`src/rtl/mst_result_reporter.sv`:
```
// mst_result_reporter: snapshots the memory-system tester's four result
// counters on the rising edge of done and streams an 11-byte result frame
// (header, counters, status, XOR checksum) over a valid/ready byte link.
// Sticky pass/result_valid/overrun flags and a frame counter feed board LEDs.
module mst_result_reporter #(
  parameter logic [7:0] HEADER       = 8'hA5,
  parameter logic [8:0] MAX_ATTEMPTS = 9'd256
) (
  input  logic       clock,
  input  logic       reset,
  input  logic       done,
  input  logic [8:0] t1attempts,
  input  logic [8:0] t1fails,
  input  logic [8:0] t2attempts,
  input  logic [8:0] t2fails,
  input  logic       out_ready,
  output logic       out_valid,
  output logic [7:0] out_data,
  output logic       busy,
  output logic       pass,
  output logic       result_valid,
  output logic       overrun,
  output logic [7:0] frames_sent
);

  typedef enum logic [1:0] {IDLE, SEND, WAIT_DROP} state_t;

  typedef struct packed {
    logic [8:0] t1a;
    logic [8:0] t1f;
    logic [8:0] t2a;
    logic [8:0] t2f;
    logic       t1ok;
    logic       t2ok;
  } snap_t;

  state_t     state, state_nxt;
  snap_t      snap;
  logic       done_d;
  logic       start, capture, xfer, last, ovr_set;
  logic       t1ok_in, t2ok_in;
  logic [3:0] idx;
  logic [7:0] csum;
  logic [7:0] nxt_byte;

  assign start     = done & ~done_d;
  assign capture   = start & (state == IDLE);
  // A new edge while a frame is still owned is recorded but otherwise ignored.
  assign ovr_set   = start & (state != IDLE);
  assign xfer      = (state == SEND) & out_ready;
  assign last      = xfer & (idx == 4'd10);
  assign t1ok_in   = (t1fails == 9'd0) & (t1attempts == MAX_ATTEMPTS);
  assign t2ok_in   = (t2fails == 9'd0) & (t2attempts == MAX_ATTEMPTS);
  assign out_valid = (state == SEND);
  assign busy      = (state != IDLE);

  // State register and done edge-detect history.
  always_ff @(posedge clock) begin
    if (reset) begin
      state  <= IDLE;
      done_d <= 1'b0;
    end else begin
      state  <= state_nxt;
      done_d <= done;
    end
  end

  // Next-state: a held done parks in WAIT_DROP so it is reported only once.
  always_comb begin
    state_nxt = state;
    case (state)
      IDLE:      if (start) state_nxt = SEND;
      SEND:      if (last) state_nxt = done ? WAIT_DROP : IDLE;
      WAIT_DROP: if (!done) state_nxt = IDLE;
      default:   state_nxt = IDLE;
    endcase
  end

  // Byte that follows the one at idx; status picks up an overrun flagged on
  // the same edge, checksum folds in the byte currently leaving.
  always_comb begin
    nxt_byte = 8'h00;
    case (idx)
      4'd0:    nxt_byte = {7'b0, snap.t1a[8]};
      4'd1:    nxt_byte = snap.t1a[7:0];
      4'd2:    nxt_byte = {7'b0, snap.t1f[8]};
      4'd3:    nxt_byte = snap.t1f[7:0];
      4'd4:    nxt_byte = {7'b0, snap.t2a[8]};
      4'd5:    nxt_byte = snap.t2a[7:0];
      4'd6:    nxt_byte = {7'b0, snap.t2f[8]};
      4'd7:    nxt_byte = snap.t2f[7:0];
      4'd8:    nxt_byte = {5'b0, overrun | ovr_set, snap.t2ok, snap.t1ok};
      4'd9:    nxt_byte = csum ^ out_data;
      default: nxt_byte = 8'h00;
    endcase
  end

  // Snapshot and verdict, taken only on an accepted start edge.
  always_ff @(posedge clock) begin
    if (reset) begin
      snap         <= '0;
      pass         <= 1'b0;
      result_valid <= 1'b0;
    end else if (capture) begin
      snap         <= '{t1a: t1attempts, t1f: t1fails, t2a: t2attempts,
                        t2f: t2fails, t1ok: t1ok_in, t2ok: t2ok_in};
      pass         <= t1ok_in & t2ok_in;
      result_valid <= 1'b1;
    end
  end

  // Output byte register: only advances on a transfer, so it holds during stalls.
  always_ff @(posedge clock) begin
    if (reset) begin
      idx      <= 4'd0;
      csum     <= 8'h00;
      out_data <= 8'h00;
    end else if (capture) begin
      idx      <= 4'd0;
      csum     <= 8'h00;
      out_data <= HEADER;
    end else if (xfer) begin
      idx      <= idx + 4'd1;
      csum     <= csum ^ out_data;
      out_data <= nxt_byte;
    end
  end

  // Sticky overrun and completed-frame counter.
  always_ff @(posedge clock) begin
    if (reset) begin
      overrun     <= 1'b0;
      frames_sent <= 8'h00;
    end else begin
      if (ovr_set) overrun <= 1'b1;
      if (last)    frames_sent <= frames_sent + 8'd1;
    end
  end

endmodule

```
`config.mk`:
```
export PLATFORM = sky130hd
export DESIGN_NAME = mst_result_reporter
export DESIGN_NICKNAME = d
export VERILOG_FILES = /design/src/rtl/mst_result_reporter.sv
export SDC_FILE = /design/constraint.sdc
export NUM_CORES = 1
export LEC_CHECK = 0
export CORE_UTILIZATION = 55
export DETAILED_ROUTE_END_ITERATION = 10
export PLACE_DENSITY_LB_ADDON = 0.12
export SYNTH_ARGS = -nofsm -noshare
export SYNTH_HDL_FRONTEND = slang
export SYNTH_SLANG_ARGS = --single-unit
```
`constraint.sdc`:
```
create_clock -name clock -period 5.02 [get_ports clock]
set_input_delay 1.004 -clock clock [delete_from_list [all_inputs] [get_ports clock]]
set_output_delay 1.004 -clock clock [all_outputs]
set_load 0.03 [all_outputs]
```
# Word-level counts from Yosys, hierarchy flattened
# Cells that the tools add are included.
[word_totals]
out_inout_bits = 21
inputBits = 40
elab_cells = 62
ff_bits = 72
[classes]
eq_ne = 17
n_addsub = 2
n_reduce_logical = 8
bitwise = 11
muxes = 8
[op_table]
columns = ["cell", "count"]
rows = [
  ["case mux 8 bit (10 select lines)", 1],
  ["== test 9 bit (second input constant)", 2],
  ["logical NOT 9 bit", 2],
  ["== test 4 x 3 -> 1 bit (second input constant)", 4],
  ["two-way mux 8 bit", 2],
  ["== test 4 bit (second input constant)", 3],
  ["adder 8 x 1 -> 8 bit (second input constant)", 1],
  ["AND 1 bit", 8],
  ["== test 4 x 2 -> 1 bit (second input constant)", 2],
  ["two-way mux 2 bit", 4],
  ["bitwise XOR 8 bit", 1],
  ["case mux 2 bit (3 select lines)", 1],
  ["adder 4 x 1 -> 4 bit (second input constant)", 1],
  ["== test 4 x 1 -> 1 bit (second input constant)", 1],
  ["logical NOT 4 bit", 1],
  ["!= test 2 bit (second input constant)", 2],
  ["nonzero test 2 bit", 2],
  ["AND reduction 3 bit", 1],
  ["== test 2 x 1 -> 1 bit (second input constant)", 1],
  ["== test 2 bit (second input constant)", 1],
  ["logical NOT 2 bit", 1],
  ["!= test 2 x 1 -> 1 bit (second input constant)", 1],
  ["OR reduction 2 bit", 1],
  ["inverter 1 bit", 1],
  ["OR 1 bit", 1],
]

# Depth between registers and ports, before layout
# Gate-level depths: netlist of run 1.
[logic_depth]
depth_word = 7
depth_mapped = 8
ltp_nobuf = 6

# Least setup slack after synthesis of run 1
# Ideal clock, no wire load.
[synth_path]
path_type = "register -> output"
startpoint = "register state[0]"
endpoint = "output port out_valid"
t_arrival_ps = 971
slack_ps = 3045
path_buffers = 0
required_ps = 4016
path_stages_with_launch = 2
path_cell_list = "dfxtp_1 nor2b_1"
[synth_between]
elab_chain_len = 1
[synth_rtl]
columns = ["item", "line", "source"]
rows = [
  ["from (decl)", "37", "state_t state, state_nxt;"],
  ["from (signal assigned)", "63", "state <= state_nxt;"],
  ["== test 2 x 1 -> 1 bit", "54", "assign out_valid = (state == SEND);"],
  ["to (decl)", "17", "output logic out_valid,"],
]
# Every way passes these cells.

# Worst setup path in the final report of run 1
[layout_path]
startpoint = "input port done"
endpoint = "register pass"
[layout_between]
elab_chain_len = 2
[layout_rtl]
columns = ["item", "line", "source"]
rows = [
  ["from (decl)", "11", "input logic done,"],
  ["AND 1 bit", "46", "assign start = done & ~done_d;"],
  ["AND 1 bit", "47", "assign capture = start & (state == IDLE);"],
  ["to (signal assigned)", "107", "pass <= t1ok_in & t2ok_in;"],
  ["to (decl)", "20", "output logic pass,"],
]
# Every way passes these cells.
# A chain may end at the register's enable or synchronous reset.

==> results.yml, run 1 <==
status:
  status: "complete, no violations"
floorplan:
  fp.coreArea_um2: 5920
  rows: 28
  die_area_um2: 6430
  die_w_um: 80.2
  pin_count: 61
  start_util_pct: 56.8
  die_height_um: 80.2
job:
  max_cap_viol_count: 0
worst_setup_path:
  r2r_cells: 5
  worstSetupStartpoint: "done"
  max_stage_delay_ns: 0.74
  critPathKind: "in -> reg"
  cp_max_fo: 30
  critPathCaptureType: "flip-flop"
  crit_arrival_ns: 3.04
  r2r_slack_ns: 2.73
  crit_path_start_kind: "input pin"
  cp-endpoint: "pass$_SDFFE_PP0P_"
  regToRegEndpoint: "out_data[6]$_SDFFE_PP0P_"
  reg2reg_from: "idx[0]$_SDFFE_PP0P_"
  crit_slowest_cell: "nor4b_4"
  required_ns: 5.26
  path_cells: "clkdlybuf4s50_1 > nor4b_4 > buf_4 > nor2_1 > a22o_1"
placement:
  io_buffers: 60
  gp_congestion: 0.859
  dpl.hpwl_mm: 5.55
  post-place-cells: 512
yosys:
  synth_top_area_share_pct: 42.9
  ys_seq_area_share_pct: 42.9
  syn-cell-area_um2: 3360
  yosysUniqueCellTypes: 53
  ys_warn_count: 0
  synth_area_leaders: "dfxtp_1 43%, nand2_1 10%, a21oi_1 7.6%"
  ys.flop_type: "dfxtp_1"
  syn_area_per_cell_um2: 8.37
  synthesis.nets: 447
  ys_seq_elements: 72
  synthCells: 402
  yosysTopAreaCell: "dfxtp_1"
  async_flop_share_pct: 0
  synth_common_cells: "94 x nand2_1, 72 x dfxtp_1, 51 x a21oi_1"
  synth_edf_count: 0
  synth.most_common_cell: "nand2_1"
cells_and_area:
  drive_above_1_share_pct: 7.28
  synthToLayoutAreaGrowth_pct: 23.1
  antennaDiodeCount: 0
  final_cells: 528
  final_nets: 493
cts:
  cts_setup_buffers: 0
  cts.sinks: 72
  cts_tree: "done"
  ctsResizeCount: 0
  cts_hold_buf: 0
  cts_buffers: 9
  cts_root_buf: "clkbuf_8"
  clk_pin_slew_ns: 0.07
  clk_latency_ns: 0.35
  cts_max_level: 3
  cts_buffer_depth: 2
grt:
  antenna_found_initial: 0
  grt_start_max_net_pins: 60
  overflow: 0
  grt_use_total_pct: 27.3
  grt_pass1_wl_mm: 13.2
  grt_pass1_vias: 2680
sta:
  setup_viol: 0
  period_share_pct: 55.8
  whs_ns: 0.456
  hold_violations: 0
  tns_ns: 0
  fin_crit_ns: 2.80
  tightestPinTransition_ns: 1.08
  fmax_mhz: 357
  rsz0062_at_grt: "no"
  final_max_slew_viol_count: 0
  clock_skew_ns: 0.0122
  relSlewSlack_pct: 28.0
routing:
  drc: 0
  dr.pass1.iters: 4
  routed_wl_mm: 8.25
  via_count: 2964
  wl_per_cell_um: 15.6
  ant_nets: 0
  drtIter0Drc: 247
  vias_per_cell: 5.61
power:
  swShare_pct: 25.0
  p_leak_uw: 0.00148
  combPwrFrac_pct: 11.7
  power_frac_seq_pct: 48.2
  switchingPower_uw: 317
  peakVddDrop_mv: 0.175
  p_int_uw: 951
  power.density_nw_per_um2: 306
  clkPwrFrac_pct: 40.1
worst_hold_path:
  hold_start: "snap[16]$_SDFFE_PP0P_"
  min_path_type: "reg -> reg"
critical path, delay by kind of cell:
family          cells  cell delay [ns]
buf+inv             2             0.94
simple gates        2             0.83
compound gates      1             0.27
cell usage in the layout, fill, tap and decap left out, drive strengths merged, types with 4 or more instances in the layout:
cell type,netlist,layout
nand2,94,94
dfxtp,72,72
clkdlybuf4s50,0,59
a21oi,51,51
nor2,27,27
xor2,12,12
inv,10,10
xnor2,10,10
clkbuf,8,10
a22oi,9,9
nor4,9,9
o21ai,7,7
nor3,7,7
nor2b,6,6
o22ai,6,6
nand4,5,5
ha,5,5
a22o,4,4
a221oi,4,4
how the worst min path moves through the flow:
stage / cells past startpoint / to
6_report: 2 / snap[16]$_SDFFE_PP0P_
5_1_grt: 2 / snap[36]$_SDFFE_PP0P_
4_1_cts: 2 / snap[16]$_SDFFE_PP0P_
3_5_place_dp: 2 / snap[16]$_SDFFE_PP0P_
3_3_place_gp: 2 / snap[36]$_SDFFE_PP0P_
2_1_floorplan: 1 / snap[1]$_SDFFE_PP0P_
area by class of cell:
type / count / area [um^2]
Multi-Input combinational cell: 294 / 1740
Clock buffer: 10 / 138
Tap cell: 75 / 93.8
Fill cell: 523 / 1780
Timing Repair Buffer: 61 / 603
Clock inverter: 6 / 82.6
Inverter: 10 / 37.5
Sequential cell: 72 / 1440
power groups by stage:
stage / logic, uW / clock network (uW) / registers, uW
5_1_grt: 162 / 536 / 614
2_1_floorplan: 81.3 / 0 / 628
4_1_cts: 148 / 510 / 611
3_5_place_dp: 146 / 0 / 624
3_3_place_gp: 145 / 0 / 623
6_report: 148 / 509 / 611
registers in the layout, summed over array words and instances, names as in the netlist:
register and cells:
done_d 1, result_valid 1, frames_sent 8, idx 4, overrun 1, out_data 8, state 2, csum 8
snap 38, pass 1
through the flow:
stage	instance area (um^2)	setup WS (ns)	util, %	total power (uW)
floorplan	3360	3.04	-	709
global placement	3920	1.90	66.2	768
detailed placement	3920	1.87	66.2	771
CTS	4140	2.23	69.9	1270
global route	4140	2.07	69.9	1310
finish	4140	2.22	69.9	1270
kinds of logic after synthesis:
family	count (synthesis)	synth area share (%)
AND/OR/NAND/NOR	165	24.2
XOR/XNOR	22	5.73
flip-flops	72	42.9
adder cells (fa/ha/maj)	5	1.86
buffers and inverters	36	5.32
multiplexers	4	1.23
AO/OA/AOI/OAI	98	18.8
metal layers:
metal / up-vias / GRT usage (%) / part of all wire [%] / wire, um
met4: 0 / 8.75 / 1.4 / 119
met3: 12 / 6.36 / 5.1 / 425
met2: 82 / 42.6 / 47 / 3870
li1: 1488 / - / - / -
met1: 1382 / 37.0 / 47 / 3840
met5: - / 0 / 0 / 0
Power figures use the tool's default switching activity.
==> run 2, diff against run 1 <==
--- a/config.mk
+++ b/config.mk
@@ -5,7 +5,7 @@
 export SDC_FILE = /design/constraint.sdc
 export NUM_CORES = 1
 export LEC_CHECK = 0
-export CORE_UTILIZATION = 55
+export CORE_UTILIZATION = 47
 export DETAILED_ROUTE_END_ITERATION = 10
 export PLACE_DENSITY_LB_ADDON = 0.12
 export SYNTH_ARGS = -nofsm -noshare
==> constraint.sdc (replaced) <==
create_clock -name clock -period 2.36 [get_ports clock]
set_input_delay 0.472 -clock clock [delete_from_list [all_inputs] [get_ports clock]]
set_output_delay 0.472 -clock clock [all_outputs]
set_load 0.03 [all_outputs]
==> run 2 against run 1 <==
  * Routed wire length up 2.4%
  * Clock skew is 0.0011 ns higher
  * Clock-buffer cell count unchanged
  * Power up 94%
  * Die area is 17% higher
  * Worst setup slack lost 2.1 ns
  * Critical endpoint is now out_valid
==> results.yml, run 2 (synthesis gave the netlist of run 1 again) <==
floorplan:
  pin_count: 61
  fp.coreArea_um2: 6870
  die_w_um: 86.6
  die_height_um: 86.6
  die_area_um2: 7500
  rows: 30
  start_util_pct: 49.0
cells_and_area:
  largest_reg_flops: 38
  final_cell_mix: "94 x nand2_1, 72 x dfxtp_1, 59 x clkdlybuf4s50_1, 51 x a21oi_1, 27 x nor2_1"
  final_nets: 504
  drive_above_1_share_pct: 9.27
  layout_commonest_cell: "nand2_1"
  final_cells: 560
  nFillCells: 641
  top_register: "snap"
  antennaDiodeCount: 0
  synthToLayoutAreaGrowth_pct: 25.0
sta:
  rsz0062_at_grt: "no"
  fmax_mhz: 438
  period_share_pct: 96.7
  relSlewSlack_pct: 59.2
  fin_ws_ns: 0.0768
  tns_ns: 0
  tightestPinTransition_ns: 0.611
  final_max_slew_viol_count: 0
  setup_viol: 0
  clock_skew_ns: 0.0133
  fin_crit_ns: 2.28
  hold_violations: 0
power:
  power.density_nw_per_um2: 585
  combPwrFrac_pct: 13.1
  clkPwrFrac_pct: 33.8
  p_int_uw: 1790
  power_frac_seq_pct: 53.0
  swShare_pct: 27.3
  peakVddDrop_mv: 0.433
  p_leak_uw: 0.00151
  switchingPower_uw: 671
cts:
  cts_buffers: 9
  cts_setup_buffers: 0
  cts_max_level: 3
  clk_pin_slew_ns: 0.07
  cts_tree: "done"
  cts_hold_buf: 0
  cts.sinks: 72
  ctsResizeCount: 0
  cts_buffer_depth: 2
  clk_latency_ns: 0.36
  cts_root_buf: "clkbuf_8"
grt:
  grt_start_max_net_pins: 46
  grt_pass1_vias: 2830
  grt_use_total_pct: 24.3
  overflow: 0
  antenna_found_initial: 0
  grt_pass1_wl_mm: 14.0
worst_hold_path:
  hold_start: "snap[36]$_SDFFE_PP0P_"
  min_path_type: "reg -> reg"
placement:
  io_buffers: 60
  dpl.hpwl_mm: 6.06
  post-place-cells: 544
  dpl_worst_slack_ns: 0.241
  gp_congestion: 0.857
routing:
  vias_per_cell: 5.39
  wl_per_cell_um: 15.1
  drtIter0Drc: 116
  via_count: 3021
  ant_nets: 0
  drc: 0
  routed_wl_mm: 8.45
  dr.pass1.iters: 4
worst_setup_path:
  regToRegEndpoint: "out_data[2]$_SDFFE_PP0P_"
  reg2reg_from: "idx[1]$_SDFFE_PP0P_"
  critPathKind: "reg -> out"
  crit_path_start_kind: "flip-flop"
  r2r_cells: 7
  cp_max_fo: 6
  cp-endpoint: "out_valid"
  crit_arrival_ns: 1.81
  required_ns: 1.89
  worstSetupStartpoint: "state[0]$_SDFFE_PP0P_"
  r2r_slack_ns: 0.34
  critPathCaptureType: "output pin"
status:
  status: "complete, no violations"
job:
  max_cap_viol_count: 0
[run 2: worst max-delay path: stages (launching register included)]
cell and delay, ns:
dfxtp_1 0.52, nor2b_1 0.24, clkdlybuf4s50_1 0.70
[run 2: through the flow]
step / total power, uW / hold WS, ns / area (um^2) / utilization, %
after floorplan: 1510 / 0.421 / 3360 / -
after global placement: 1650 / 0.446 / 4040 / 58.8
after detailed placement: 1650 / 0.451 / 4040 / 58.8
after CTS: 2470 / 0.461 / 4200 / 61.2
after global routing: 2560 / 0.482 / 4200 / 61.2
final: 2460 / 0.459 / 4200 / 61.2
[run 2: worst min-delay path by stage]
stage | to | cells past startpoint
after floorplan | snap[1]$_SDFFE_PP0P_ | 1
after global placement | snap[0]$_SDFFE_PP0P_ | 2
after detailed placement | snap[21]$_SDFFE_PP0P_ | 2
after CTS | snap[36]$_SDFFE_PP0P_ | 2
after global routing | snap[27]$_SDFFE_PP0P_ | 2
final | snap[36]$_SDFFE_PP0P_ | 2
[run 2: metal layers]
layer	track usage [%]	part of all wire, %	up-vias
met5	0	0	-
met4	6.82	1.7	0
met3	6.38	6.7	8
met2	38.1	45	96
met1	33.1	47	1404
li1	-	-	1513
[run 2: final cells by class]
cell class,count,area [um^2],share of cell area (%)
clock buffers,10,128,3.04
repair buffers,72,698,16.6
inverters,10,37.5,0.893
multi-input cells,294,1740,41.5
well taps,96,120,2.86
clock inverters,6,36.3,0.863
flip-flops and latches,72,1440,34.3
[run 2: power by group through the flow]
stage               Clock (uW)  Combinational [uW]  Sequential [uW]
global route               899                 354             1310
CTS                        846                 325             1300
detailed placement           0                 323             1330
finish                     833                 324             1300
global placement             0                 320             1330
floorplan                    0                 173             1340
==> run 3, diff against run 2 <==
--- a/config.mk
+++ b/config.mk
@@ -5,9 +5,11 @@
 export SDC_FILE = /design/constraint.sdc
 export NUM_CORES = 1
 export LEC_CHECK = 0
-export CORE_UTILIZATION = 47
+export CORE_UTILIZATION = 49
+export CTS_BUF_LIST = sky130_fd_sc_hd__clkbuf_4 sky130_fd_sc_hd__clkbuf_8
 export DETAILED_ROUTE_END_ITERATION = 10
 export PLACE_DENSITY_LB_ADDON = 0.12
+export RECOVER_POWER = 50
 export SYNTH_ARGS = -nofsm -noshare
 export SYNTH_HDL_FRONTEND = slang
 export SYNTH_SLANG_ARGS = --single-unit
==> constraint.sdc (replaced) <==
create_clock -name clock -period 2.36 [get_ports clock]
set_input_delay 0.472 -clock clock [delete_from_list [all_inputs] [get_ports clock]]
set_output_delay 0.472 -clock clock [all_outputs]
set_load 0.01 [all_outputs]
==> run 3 against run 2 <==
  * The flow now finishes with violations (design-rule violations)
  * Sequential power about the same
  * Final area grew 1.2%
  * Worst setup slack gained 0.17 ns
  * Global-route usage is 1.1 points higher
  * Clock skew fell by 0.0053 ns
  * Sequential share of layout area is 0.39 points lower
==> results.yml, run 3 (synthesis gave the netlist of run 1 again) <==
cells_and_area:
  antennaDiodeCount: 0
  nFillCells: 576
  drive_above_1_share_pct: 9.25
  utilization_pct: 65.5
  final_nets: 505
  synthToLayoutAreaGrowth_pct: 26.5
  final_cell_mix: "94 x nand2_1, 72 x dfxtp_1, 57 x clkdlybuf4s50_1, 51 x a21oi_1, 27 x nor2_1"
  largest_reg_flops: 38
  layout_commonest_cell: "nand2_1"
  top_register: "snap"
worst_setup_path:
  path_buf_inv: 1
  required_ns: 1.89
  crit_arrival_ns: 1.64
  critPathKind: "reg -> out"
  cp_max_fo: 6
  crit_path_start_kind: "flip-flop"
  r2r_slack_ns: 0.33
  path_cells: "nor2b_1 > clkdlybuf4s50_1"
  reg2reg_from: "idx[1]$_SDFFE_PP0P_"
  crit_family: "buffers and inverters"
  max_stage_delay_ns: 0.56
  regToRegEndpoint: "out_data[2]$_SDFFE_PP0P_"
  crit_slowest_cell: "clkdlybuf4s50_1"
  critPathCaptureType: "output pin"
  r2r_cells: 7
sta:
  period_share_pct: 89.4
  final_max_slew_viol_count: 0
  setup_viol: 0
  tightestPinTransition_ns: 0.892
  rsz0062_at_grt: "no"
  whs_ns: 0.459
  relSlewSlack_pct: 40.5
  hold_violations: 0
  fin_crit_ns: 2.11
  tns_ns: 0
  clock_skew_ns: 0.00799
  fin_ws_ns: 0.250
  fmax_mhz: 474
floorplan:
  die_area_um2: 7200
  fp.coreArea_um2: 6490
  die_w_um: 84.8
  start_util_pct: 51.8
  rows: 29
  die_height_um: 84.8
  pin_count: 61
power:
  power.density_nw_per_um2: 654
  peakVddDrop_mv: 0.310
  p_leak_uw: 0.00155
routing:
  dr.pass1.iters: 7
  via_count: 3019
  vias_per_cell: 5.57
  drtIter0Drc: 203
  drc: 4
  ant_nets: 0
  routed_wl_mm: 8.52
  wl_per_cell_um: 15.7
status:
  violations: "design-rule violations"
  status: "finished with violations"
worst_hold_path:
  min_path_cells: 2
  min_to: "snap[28]$_SDFFE_PP0P_"
  hold_start: "snap[28]$_SDFFE_PP0P_"
  min_path_type: "reg -> reg"
cts:
  cts_setup_buffers: 0
  ctsResizeCount: 0
  cts_hold_buf: 0
  cts_buffer_depth: 2
  cts.sinks: 72
  cts_tree: "done"
  cts_root_buf: "clkbuf_8"
  clk_latency_ns: 0.34
  cts_max_level: 3
  cts_buffers: 9
  clk_pin_slew_ns: 0.08
placement:
  io_buffers: 60
  dpl.hpwl_mm: 6.21
  gp_congestion: 0.849
  dpl_worst_slack_ns: 0.330
grt:
  overflow: 0
  antenna_found_initial: 0
  grt_pass1_vias: 2994
  grt_start_max_net_pins: 46
  grt_use_total_pct: 25.4
  grt_pass1_wl_mm: 14.3
job:
  max_cap_viol_count: 0
[run 3: where the power goes]
group          internal (uW)  switching (uW)  leakage (uW)
Sequential              1260            38.4      0.000587
Clock                    710             464      0.000120
Combinational            147             158      0.000841
[run 3: cell type report]
class	count	area, um^2	area share, %
Clock buffer	10	131	3.09
Clock inverter	6	108	2.53
Inverter	10	37.5	0.883
Multi-Input combinational cell	294	1740	41.0
Sequential cell	72	1440	33.9
Tap cell	77	96.3	2.27
Timing Repair Buffer	73	696	16.4
[run 3: per-stage QoR]
step	cell area, um^2	cells	total power (uW)
3_5_place_dp	4020	526	1640
2_1_floorplan	3360	402	1490
5_1_grt	4250	542	2890
4_1_cts	4260	542	2800
3_3_place_gp	4020	526	1630
6_report	4250	542	2780
[run 3: worst max path at each step]
stage	to	cells after the start	slack, ns	start
after global routing	out_valid	2	0.16	state[0]$_SDFFE_PP0P_
after floorplan	out_data[2]$_SDFFE_PP0P_	6	0.58	idx[0]$_SDFFE_PP0P_
after detailed placement	out_data[6]$_SDFFE_PP0P_	6	0.33	out_ready
after CTS	out_valid	2	0.22	state[0]$_SDFFE_PP0P_
final	out_valid	2	0.25	state[0]$_SDFFE_PP0P_
after global placement	out_data[6]$_SDFFE_PP0P_	6	0.36	out_ready
[run 3: layer usage]
metal | track usage, % | up-vias | part of all wire, %
li1 | - | 1510 | -
met1 | 34.5 | 1422 | 47
met2 | 40.1 | 75 | 46
met3 | 3.70 | 12 | 4.7
met4 | 11.7 | 0 | 1.8
met5 | 0 | - | 0
[run 3: tightest hold or removal path, cell delays in order (launching register included)]
cell and delay, ns:
dfxtp_1 0.31, nand2_1 0.05, a21oi_1 0.05
